--- config.mk ---
export PLATFORM = sky130hd
export DESIGN_NAME = conv3x3_window_gen_flat
export DESIGN_NICKNAME = d
export VERILOG_FILES = /design/src/rtl/conv3x3_window_gen_if.sv /design/src/rtl/conv3x3_window_gen.sv /design/src/flat_wrapper.sv
export SDC_FILE = /design/constraint.sdc
export NUM_CORES = 1
export LEC_CHECK = 0
export ABC_AREA = 1
export CORE_UTILIZATION = 60
export CTS_BUF_LIST = sky130_fd_sc_hd__clkbuf_8
export CTS_CLUSTER_SIZE = 30
export DETAILED_ROUTE_END_ITERATION = 8
export PLACE_DENSITY_LB_ADDON = 0.3
export SLEW_MARGIN = 20
export SYNTH_ARGS = -nofsm -noshare
export SYNTH_HDL_FRONTEND = slang
export SYNTH_SLANG_ARGS = --single-unit
--- constraint.sdc ---
create_clock -name iClk -period 5.85 [get_ports iClk]
set_input_delay 1.17 -clock iClk [delete_from_list [all_inputs] [get_ports iClk]]
set_output_delay 1.17 -clock iClk [all_outputs]
set_load 0.02 [all_outputs]
--- src/rtl/conv3x3_window_gen_if.sv ---
`default_nettype none
// ============================================================================
//  Module   : conv3x3_window_gen_if
//  Purpose  : Pixel-stream in / 3x3-window out bundle of the window generator.
//  Revision : 1.0  initial release
// ============================================================================
interface conv3x3_window_gen_if #(
    parameter int WI = 8
);
    logic              iInValid;
    logic [WI-1:0]     iInData;
    logic              oOutValid;
    logic [3*WI-1:0]   oWindowOutRow1;
    logic [3*WI-1:0]   oWindowOutRow2;
    logic [3*WI-1:0]   oWindowOutRow3;
    logic              oFrameDone;

    // Upstream pixel source
    modport master (
        output iInValid,
        output iInData,
        input  oOutValid,
        input  oWindowOutRow1,
        input  oWindowOutRow2,
        input  oWindowOutRow3,
        input  oFrameDone
    );

    // Window generator
    modport slave (
        input  iInValid,
        input  iInData,
        output oOutValid,
        output oWindowOutRow1,
        output oWindowOutRow2,
        output oWindowOutRow3,
        output oFrameDone
    );
endinterface
`default_nettype wire

--- src/rtl/conv3x3_window_gen.sv ---
`default_nettype none
// ============================================================================
//  Module   : conv3x3_window_gen
//  Purpose  : Raster pixel stream to 3x3 sliding windows (valid padding).
//  Revision : 1.0  initial release
// ============================================================================
module conv3x3_window_gen #(
    parameter int WI    = 8,
    parameter int IMG_W = 28,
    parameter int IMG_H = 28
) (
    input  wire logic               iClk,
    input  wire logic               iRst,
    conv3x3_window_gen_if.slave     win_if
);

    localparam int c_CW = (IMG_W > 1) ? $clog2(IMG_W) : 1;
    localparam int c_RW = (IMG_H > 1) ? $clog2(IMG_H) : 1;

    localparam logic [c_CW-1:0] c_LAST_COL      = c_CW'(IMG_W - 1);
    localparam logic [c_RW-1:0] c_LAST_ROW      = c_RW'(IMG_H - 1);
    localparam logic [c_CW-1:0] c_FIRST_WIN_COL = c_CW'(2);
    localparam logic [c_RW-1:0] c_FIRST_WIN_ROW = c_RW'(2);

    logic [c_CW-1:0]   r_col;
    logic [c_RW-1:0]   r_row;
    logic [WI-1:0]     r_lb0 [IMG_W];
    logic [WI-1:0]     r_lb1 [IMG_W];
    logic [3*WI-1:0]   r_win1;
    logic [3*WI-1:0]   r_win2;
    logic [3*WI-1:0]   r_win3;
    logic              r_valid;
    logic              r_done;

    logic              w_accept;
    logic [WI-1:0]     w_top;
    logic [WI-1:0]     w_mid;
    logic              w_last_col;
    logic              w_last_row;
    logic              w_win_ok;

    assign w_accept   = win_if.iInValid;
    assign w_top      = r_lb1[r_col];
    assign w_mid      = r_lb0[r_col];
    assign w_last_col = (r_col == c_LAST_COL);
    assign w_last_row = (r_row == c_LAST_ROW);
    // Column gate keeps windows from wrapping across a row boundary.
    assign w_win_ok   = (r_row >= c_FIRST_WIN_ROW) && (r_col >= c_FIRST_WIN_COL);

    always_ff @(posedge iClk) begin
        if (iRst) begin
            r_col <= '0;
            r_row <= '0;
        end else if (w_accept) begin
            if (w_last_col) begin
                r_col <= '0;
                r_row <= w_last_row ? '0 : r_row + c_RW'(1);
            end else begin
                r_col <= r_col + c_CW'(1);
            end
        end
    end

    // Storage is deliberately left unreset; stale rows only feed windows that are never flagged.
    always_ff @(posedge iClk) begin
        if (w_accept && !iRst) begin
            r_lb1[r_col] <= w_mid;
            r_lb0[r_col] <= win_if.iInData;
        end
    end

    always_ff @(posedge iClk) begin
        if (iRst) begin
            r_valid <= 1'b0;
            r_done  <= 1'b0;
            r_win1  <= '0;
            r_win2  <= '0;
            r_win3  <= '0;
        end else begin
            r_valid <= w_accept && w_win_ok;
            r_done  <= w_accept && w_last_col && w_last_row;
            if (w_accept) begin
                r_win1 <= {r_win1[2*WI-1:0], w_top};
                r_win2 <= {r_win2[2*WI-1:0], w_mid};
                r_win3 <= {r_win3[2*WI-1:0], win_if.iInData};
            end
        end
    end

    assign win_if.oOutValid      = r_valid;
    assign win_if.oFrameDone     = r_done;
    assign win_if.oWindowOutRow1 = r_win1;
    assign win_if.oWindowOutRow2 = r_win2;
    assign win_if.oWindowOutRow3 = r_win3;

endmodule
`default_nettype wire

--- src/flat_wrapper.sv ---
// flat-port wrapper written by rule: the top's interface ports become plain ports
module conv3x3_window_gen_flat 
#(
    parameter int WI    = 8,
    parameter int IMG_W = 28,
    parameter int IMG_H = 28
)
  (iClk, iRst, win_if_iInValid, win_if_iInData, win_if_oOutValid, win_if_oWindowOutRow1, win_if_oWindowOutRow2, win_if_oWindowOutRow3, win_if_oFrameDone);
  conv3x3_window_gen_if #(.WI(WI)) win_if_i ();
  input  wire logic iClk;
  input  wire logic iRst;
  input wire logic [$bits(win_if_i.iInValid)-1:0] win_if_iInValid;
  input wire logic [$bits(win_if_i.iInData)-1:0] win_if_iInData;
  output wire logic [$bits(win_if_i.oOutValid)-1:0] win_if_oOutValid;
  output wire logic [$bits(win_if_i.oWindowOutRow1)-1:0] win_if_oWindowOutRow1;
  output wire logic [$bits(win_if_i.oWindowOutRow2)-1:0] win_if_oWindowOutRow2;
  output wire logic [$bits(win_if_i.oWindowOutRow3)-1:0] win_if_oWindowOutRow3;
  output wire logic [$bits(win_if_i.oFrameDone)-1:0] win_if_oFrameDone;
  assign win_if_i.iInValid = win_if_iInValid;
  assign win_if_i.iInData = win_if_iInData;
  assign win_if_oOutValid = win_if_i.oOutValid;
  assign win_if_oWindowOutRow1 = win_if_i.oWindowOutRow1;
  assign win_if_oWindowOutRow2 = win_if_i.oWindowOutRow2;
  assign win_if_oWindowOutRow3 = win_if_i.oWindowOutRow3;
  assign win_if_oFrameDone = win_if_i.oFrameDone;
  conv3x3_window_gen #(.WI(WI), .IMG_W(IMG_W), .IMG_H(IMG_H)) u_core (.iClk(iClk), .iRst(iRst), .win_if(win_if_i));
endmodule
==> run summary, run 1 <==
Outcome -> complete, no violations
Clock sinks -> 537
Layout cells sized above 1 -> 7.75%
Final Setup Violations -> 0
Leak -> 9.40 nW
Die Area -> 0.0370 sq mm
Worst setup EP type -> flip-flop
Power Dens Cells -> 323 mW/mm^2
Vias -> 15203
Die X-Extent -> 192 um
Ys Warns -> 0
Relative slew slack -> 22.5%
Hold Crit Class -> reg2reg
Worst-path cell chain -> buf_4, nand2_1, nand3_1, nand2_1, nand2_1, nand3_1, nand3_1, nand2_1, inv_1
Core area -> 0.0356 sq mm
ANT nets after route -> 0
Final nets -> 2129
Slew @ Worst Pin -> 1.16 ns
Routability Congestion -> 0.986
Most used cell, CP -> nand2_1
Vias per cell -> 5.78
CP max-delay cell -> inv_1
First-pass GRT wire length -> 81400 um
Resized Gates After CTS -> 0
Antenna violations before repair -> 1
Max Clock Freq -> 273 MHz
Die Ht -> 192 um
Most frequent cells in the layout -> nand2_1, edfxtp_1, nor2_1, nand3_1, inv_1
Area delta synth->final -> 12.1%
Max_cap viols -> 0
# diodes -> 0
Fin crit period -> 3.67 ns
CTS Root Cell -> clkbuf_8
Vias in the first global route -> 14266
CP arrival -> 3.93 ns
Drt wl/cell -> 20.4 um
1st-iter DRT viols -> 2033
Hold slack -> 0.481 ns
CTS tree -> built
GRT overflow -> 0
Post-DP HPWL -> 31600 um
Final cell count without fillers -> 2630
I/O pins -> 85
RSZ-0062 raised after global routing -> no
# rows -> 69
VDD IR-drop max -> 279 uV
Distinct cells, synth -> 32
#FFs+latches synth -> 537
Worst path required time -> 6.11 ns
# placed instances -> 2487
Syn_nets -> 2027
R2R setup slack -> 2.18 ns
# DRC -> 0
Worst Setup Path Type -> reg2reg
Crit path largest cell delay -> 0.86 ns
Seq/Total Area, Yosys -> 70.2%
Mapped cell area -> 0.0217 sq mm
Syn avg cell area -> 10.8 sq um
Largest net degree at the start of global routing -> 101
Initial Util -> 61.1%
Final hold violations -> 0
Worst Clk Skew -> 0.0212 ns
Post-CTS Hold Fix Bufs -> 0
Clock-pin slew on the worst setup and hold paths -> 0.06 ns
Mapped Cells -> 2009
Clock Tree Buf Depth -> 3
Final slew viol count -> 0
CTS Buf Count -> 83
Setup TNS -> 0 ns
Port bufs -> 84
Pre-Repair DR Iteration Count -> 6
Critical path fanouts, max -> 78
Part of the cycle the worst path needs -> 62.7%
H-Tree Depth -> 3
Post CTS Setup Buffer Count -> 0
Clock latency on the worst-skew pair -> 0.64 ns
Commonest non-fill, non-tap cell in the layout -> nand2_1
DP Area -> 0.0228 sq mm
Crit start category -> flip-flop
Post-Route WL -> 53600 um
Final instance area -> 0.0243 sq mm
Global-route usage over all layers -> 29.9%
Core Util, Final -> 68.4%
## cell type report
class                           count  area (sq um)
Clock buffer                       91          1250
Clock inverter                     52           249
Multi-Input combinational cell   1227          5350
Sequential cell                   537         15200
Timing Repair Buffer              126          1150
Inverter                          136           514
Fill cell                        2598         11200
Tap cell                          461           577
## registers in the layout, summed over array words and instances (netlist names), named ones only
name / cells
u_core.r_lb0: 224
u_core.r_lb1: 224
u_core.win_if.oWindowOutRow1: 24
u_core.win_if.oWindowOutRow2: 24
u_core.win_if.oWindowOutRow3: 24
u_core.r_col: 5
u_core.r_row: 5
u_core.win_if.oFrameDone: 1
u_core.win_if.oOutValid: 1
## cells in the mapped netlist
master / n / area (sq um)
or2_1: 7 / 43.8
nand2_1: 489 / 1840
buf_1: 7 / 26.3
buf_4: 13 / 97.6
nand4_1: 3 / 18.8
o31ai_1: 1 / 7.51
inv_2: 7 / 26.3
inv_4: 1 / 6.26
o221ai_1: 1 / 8.76
nor2_1: 284 / 1070
or2_2: 1 / 6.26
dfxtp_1: 89 / 1780
clkbuf_1: 29 / 109
xor2_1: 4 / 35.0
o21ai_0: 132 / 661
nor4_1: 1 / 6.26
edfxtp_1: 448 / 13500
clkinv_1: 1 / 3.75
buf_2: 44 / 220
nand4_2: 1 / 12.5
nor3_1: 2 / 10.0
o211ai_1: 8 / 60.1
o21ai_1: 28 / 140
a21oi_1: 32 / 160
ha_1: 7 / 87.6
nand3_1: 212 / 1060
buf_6: 16 / 180
inv_1: 127 / 477
o22ai_1: 9 / 56.3
nor2_4: 3 / 33.8
nor2_8: 1 / 20.0
or2_0: 1 / 6.26
## final timing paths
path / start / to / depth (start not counted)
setup reg to reg: flip-flop / u_core.r_lb1[26][6]$_DFFE_PP_ / 9
setup / recovery: flip-flop / u_core.r_lb1[26][6]$_DFFE_PP_ / 9
hold / removal: u_core.win_if.oWindowOutRow2[0]$_SDFFE_PP0P_ / u_core.win_if.oWindowOutRow2[8]$_SDFFE_PP0P_ / 2
hold reg to reg: u_core.win_if.oWindowOutRow2[0]$_SDFFE_PP0P_ / u_core.win_if.oWindowOutRow2[8]$_SDFFE_PP0P_ / 2
## logic make-up after synthesis
kind of cell             count (synthesis)  share of synthesized area, %
AND/OR/NAND/NOR                       1005                          19.0
flip-flops                             537                          70.2
buffers and inverters                  245                          5.28
AO/OA/AOI/OAI                          211                          5.04
adder cells (fa/ha/maj)                  7                         0.403
XOR/XNOR                                 4                         0.161
## critical path: cells and delay by family, from the launching register on
kind | cells | cell delay [ns]
AND/OR/NAND/NOR | 7 | 0.91
flip-flops | 1 | 0.69
buffers and inverters | 2 | 1.61
## layer usage
metal | vias up | wire (um) | track usage (%)
li1 | 6977 | - | -
met1 | 7172 | 21100 | 41.9
met2 | 927 | 24800 | 46.4
met3 | 127 | 5820 | 5.40
met4 | 0 | 1930 | 12.6
met5 | - | 0 | 0
## through the flow
step	setup WS [ns]	total power [W]
final	2.18	0.00787
after global placement	1.84	0.00506
after CTS	2.33	0.00788
after floorplan	2.94	0.00479
after global routing	1.97	0.00812
after detailed placement	1.83	0.00508
## power by group
| part | switching [W] | total [W] | leakage, nW | internal, W |
|---|---|---|---|---|
| logic | 0.000529 | 0.000723 | 3.75 | 0.000193 |
| registers | 0.0000461 | 0.00430 | 4.77 | 0.00425 |
| clock network | 0.00139 | 0.00285 | 0.879 | 0.00146 |
| total | 0.00196 | 0.00787 | 9.40 | 0.00591 |
(Power assumes the default switching activity.)
==> run 2, diff against run 1 <==
==> constraint.sdc (replaced) <==
create_clock -name iClk -period 3.65 [get_ports iClk]
set_input_delay 0.73 -clock iClk [delete_from_list [all_inputs] [get_ports iClk]]
set_output_delay 0.73 -clock iClk [all_outputs]
set_load 0.02 [all_outputs]
==> run 2 against run 1 <==
Effect of this change:
- the flow now finishes with violations (DRC)
- sequential share of layout area shrank 0.51 points
- utilization grew 0.56 points
- fmax grew 40%
- sequential cell count is the same
- first-iteration DRC count shrank 15%
- global-route usage grew 1.3 points
- routed wire length grew 4.5%
- register-to-register slack lost 1.2 ns
- clock skew grew 0.0015 ns
- power grew 61%
- critical path depth grew 1
- highest routed layer unchanged
==> run summary, run 2 (same netlist as run 1, synthesis figures left out) <==
DP Area -> 0.0230 sq mm (+0.84%)
RSZ-0062 raised after global routing -> no
Crit path largest cell delay -> 0.36 ns (-0.50 ns)
Hold slack -> 0.472 ns (-0.00868 ns)
Worst setup EP type -> flip-flop
Global-route usage over all layers -> 31.2% (+1.3 points)
Combinational Power Share -> 9.9% (+0.7 points)
Core area -> 0.0356 sq mm (unchanged)
Initial Util -> 61.1% (unchanged)
# diodes -> 0 (unchanged)
CP max-delay cell -> dfxtp_4
Final nets -> 2152 (+1.1%)
Area delta synth->final -> 13.0%
Final instance area -> 0.0245 sq mm (+0.82%)
Highest metal used -> met4
Worst Setup Path Type -> reg2reg
Commonest non-fill, non-tap cell in the layout -> nand2_1
Post-route setup slack -> 1.02 ns (-1.16 ns)
Clock-pin slew on the worst setup and hold paths -> 0.06 ns (about the same)
Clock Tree Buf Depth -> 3 (unchanged)
Worst-path cell chain -> inv_4, buf_12, nand2_1, nand3_1, nand3_1, nand2_1, nand2_1, nand3_1, nand2_1, buf_12
Top Family by Delay on Critical Path -> buffers and inverters
Vias per cell -> 5.75 (-0.47%)
Drt wl/cell -> 21.1 um (+3.6%)
VDD IR-drop max -> 371 uV (+33%)
First-pass GRT wire length -> 83800 um (+3.0%)
Antenna violations before repair -> 0 (-1)
Most frequent cells in the layout -> nand2_1, edfxtp_1, nor2_1, nand3_1, inv_1
Fill count -> 2595 (-0.12%)
Sequential power share -> 54.1% (-0.5 points)
Pre-Repair DR Iteration Count -> 9 (+3)
Clock latency on the worst-skew pair -> 0.64 ns (about the same)
Port bufs -> 84 (unchanged)
Resized Gates After CTS -> 0 (unchanged)
Die Area -> 0.0370 sq mm (unchanged)
Metal3 WL -> 6030 um (+3.7%)
Violated checks -> DRC
Worst Clk Skew -> 0.0227 ns (+0.00154 ns)
Die Ht -> 192 um (unchanged)
Psw -> 0.00316 W (+61%)
Final Setup Violations -> 0 (unchanged)
H-Tree Depth -> 3 (unchanged)
Max Clock Freq -> 381 MHz (+40%)
GRT overflow -> 0 (unchanged)
Post CTS Setup Buffer Count -> 0 (unchanged)
1st-iter DRT viols -> 1720 (-15%)
Leak -> 9.54 nW (+1.4%)
P_int -> 0.00953 W (+61%)
ANT nets after route -> 0 (unchanged)
CTS tree -> built
Setup TNS -> 0 ns (unchanged)
# rows -> 69 (unchanged)
Max_cap viols -> 0 (unchanged)
Post-DP HPWL -> 35200 um (+11%)
I/O pins -> 85 (unchanged)
Largest net degree at the start of global routing -> 125 (+24%)
CTS Buf Count -> 82 (-1.2%)
Worst path required time -> 4.02 ns (-2.09 ns)
Fin crit period -> 2.63 ns (-1.04 ns)
Most used cell, CP -> nand2_1
Outcome -> finished with violations
Total power -> 0.0127 W (+61%)
# DRC -> 2 (+2)
Clock sinks -> 537 (unchanged)
Power Dens Cells -> 517 mW/mm^2 (+60%)
Post-Route WL -> 56100 um (+4.5%)
Met2 Routed Length -> 26300 um (+6.0%)
CP arrival -> 3.00 ns (-0.93 ns)
Largest regs -> u_core.r_lb0 (224), u_core.r_lb1 (224)
Switching part of the total power -> 24.9% (-0.032 points)
CTS Root Cell -> clkbuf_8
Layout cells sized above 1 -> 8.93% (+1.2 points)
Routability Congestion -> 0.947 (-4.0%)
Critical path fanouts, max -> 57 (-27%)
Die X-Extent -> 192 um (unchanged)
Vias in the first global route -> 14580 (+2.2%)
Slew @ Worst Pin -> 0.878 ns (-0.284 ns)
Final slew viol count -> 0 (unchanged)
Hold Crit Class -> reg2reg
DP Worst Slack -> 0.765 ns (-1.07 ns)
Final hold violations -> 0 (unchanged)
Crit path buffers/inverters -> 3 (+1)
Crit start category -> flip-flop
Post-CTS Hold Fix Bufs -> 0 (unchanged)
Part of the cycle the worst path needs -> 72.0% (+9.3 points)
Vias -> 15276 (+0.48%)
Clock power frac -> 35.9% (-0.3 points)
Relative slew slack -> 41.5% (+19 points)
Metal-1 WL -> 21500 um (+1.8%)
run 2: changes by cell type in the layout (fill, tap and decap cells not counted), sizes merged:
cell,change
clkdlybuf4s50,-8
bufinv,-1
buf,+32
inv,-7
clkinvlp,-3
clkinv,+7
clkbuf,+5
run 2: worst min-delay path, cell delays in order, from the launching register on:
cell and delay [ns]:
dfxtp_1 0.31, inv_1 0.07, a21oi_1 0.06
run 2: cell type report:
cell class / count / area [sq um] / area share (%)
Clock buffer: 96 / 1320 / 5.38
Timing Repair Buffer: 150 / 1350 / 5.52
Sequential cell: 537 / 15200 / 62.1
Clock inverter: 48 / 194 / 0.790
Tap cell: 461 / 577 / 2.35
Inverter: 136 / 513 / 2.09
Multi-Input combinational cell: 1227 / 5340 / 21.7
run 2: routing by layer:
metal	global-route usage [%]	up-vias
li1	-	7028
met1	41.4	7241
met2	49.5	859
met3	6.86	148
met4	14.5	0
met5	0	-
run 2: final timing paths:
kind                                                                   start                                      endpoint  slack [ns]  cells after the start
worst max-delay path                                               flip-flop                  u_core.r_lb1[9][0]$_DFFE_PP_        1.02                     10
worst min register to register  u_core.win_if.oWindowOutRow2[0]$_SDFFE_PP0P_  u_core.win_if.oWindowOutRow2[8]$_SDFFE_PP0P_        0.47                      2
worst max register to register                                     flip-flop                  u_core.r_lb1[9][0]$_DFFE_PP_        1.02                     10
worst min-delay path            u_core.win_if.oWindowOutRow2[0]$_SDFFE_PP0P_  u_core.win_if.oWindowOutRow2[8]$_SDFFE_PP0P_        0.47                      2
run 2: power by group through the flow:
| stage | clock, W | sequential [W] | combinational, W |
|---|---|---|---|
| after CTS | 0.00463 | 0.00687 | 0.00125 |
| after global placement | 0 | 0.00699 | 0.00122 |
| final | 0.00456 | 0.00687 | 0.00126 |
| after floorplan | 0 | 0.00704 | 0.000626 |
| after detailed placement | 0 | 0.00699 | 0.00124 |
| after global routing | 0.00487 | 0.00687 | 0.00135 |
run 2: per-stage QoR:
| stage | std cells | util, % |
|---|---|---|
| after floorplan | 2009 | - |
| after global placement | 2511 | 64.7 |
| after detailed placement | 2511 | 64.7 |
| after CTS | 2655 | 69.0 |
| after global routing | 2655 | 69.0 |
| final | 2655 | 69.0 |
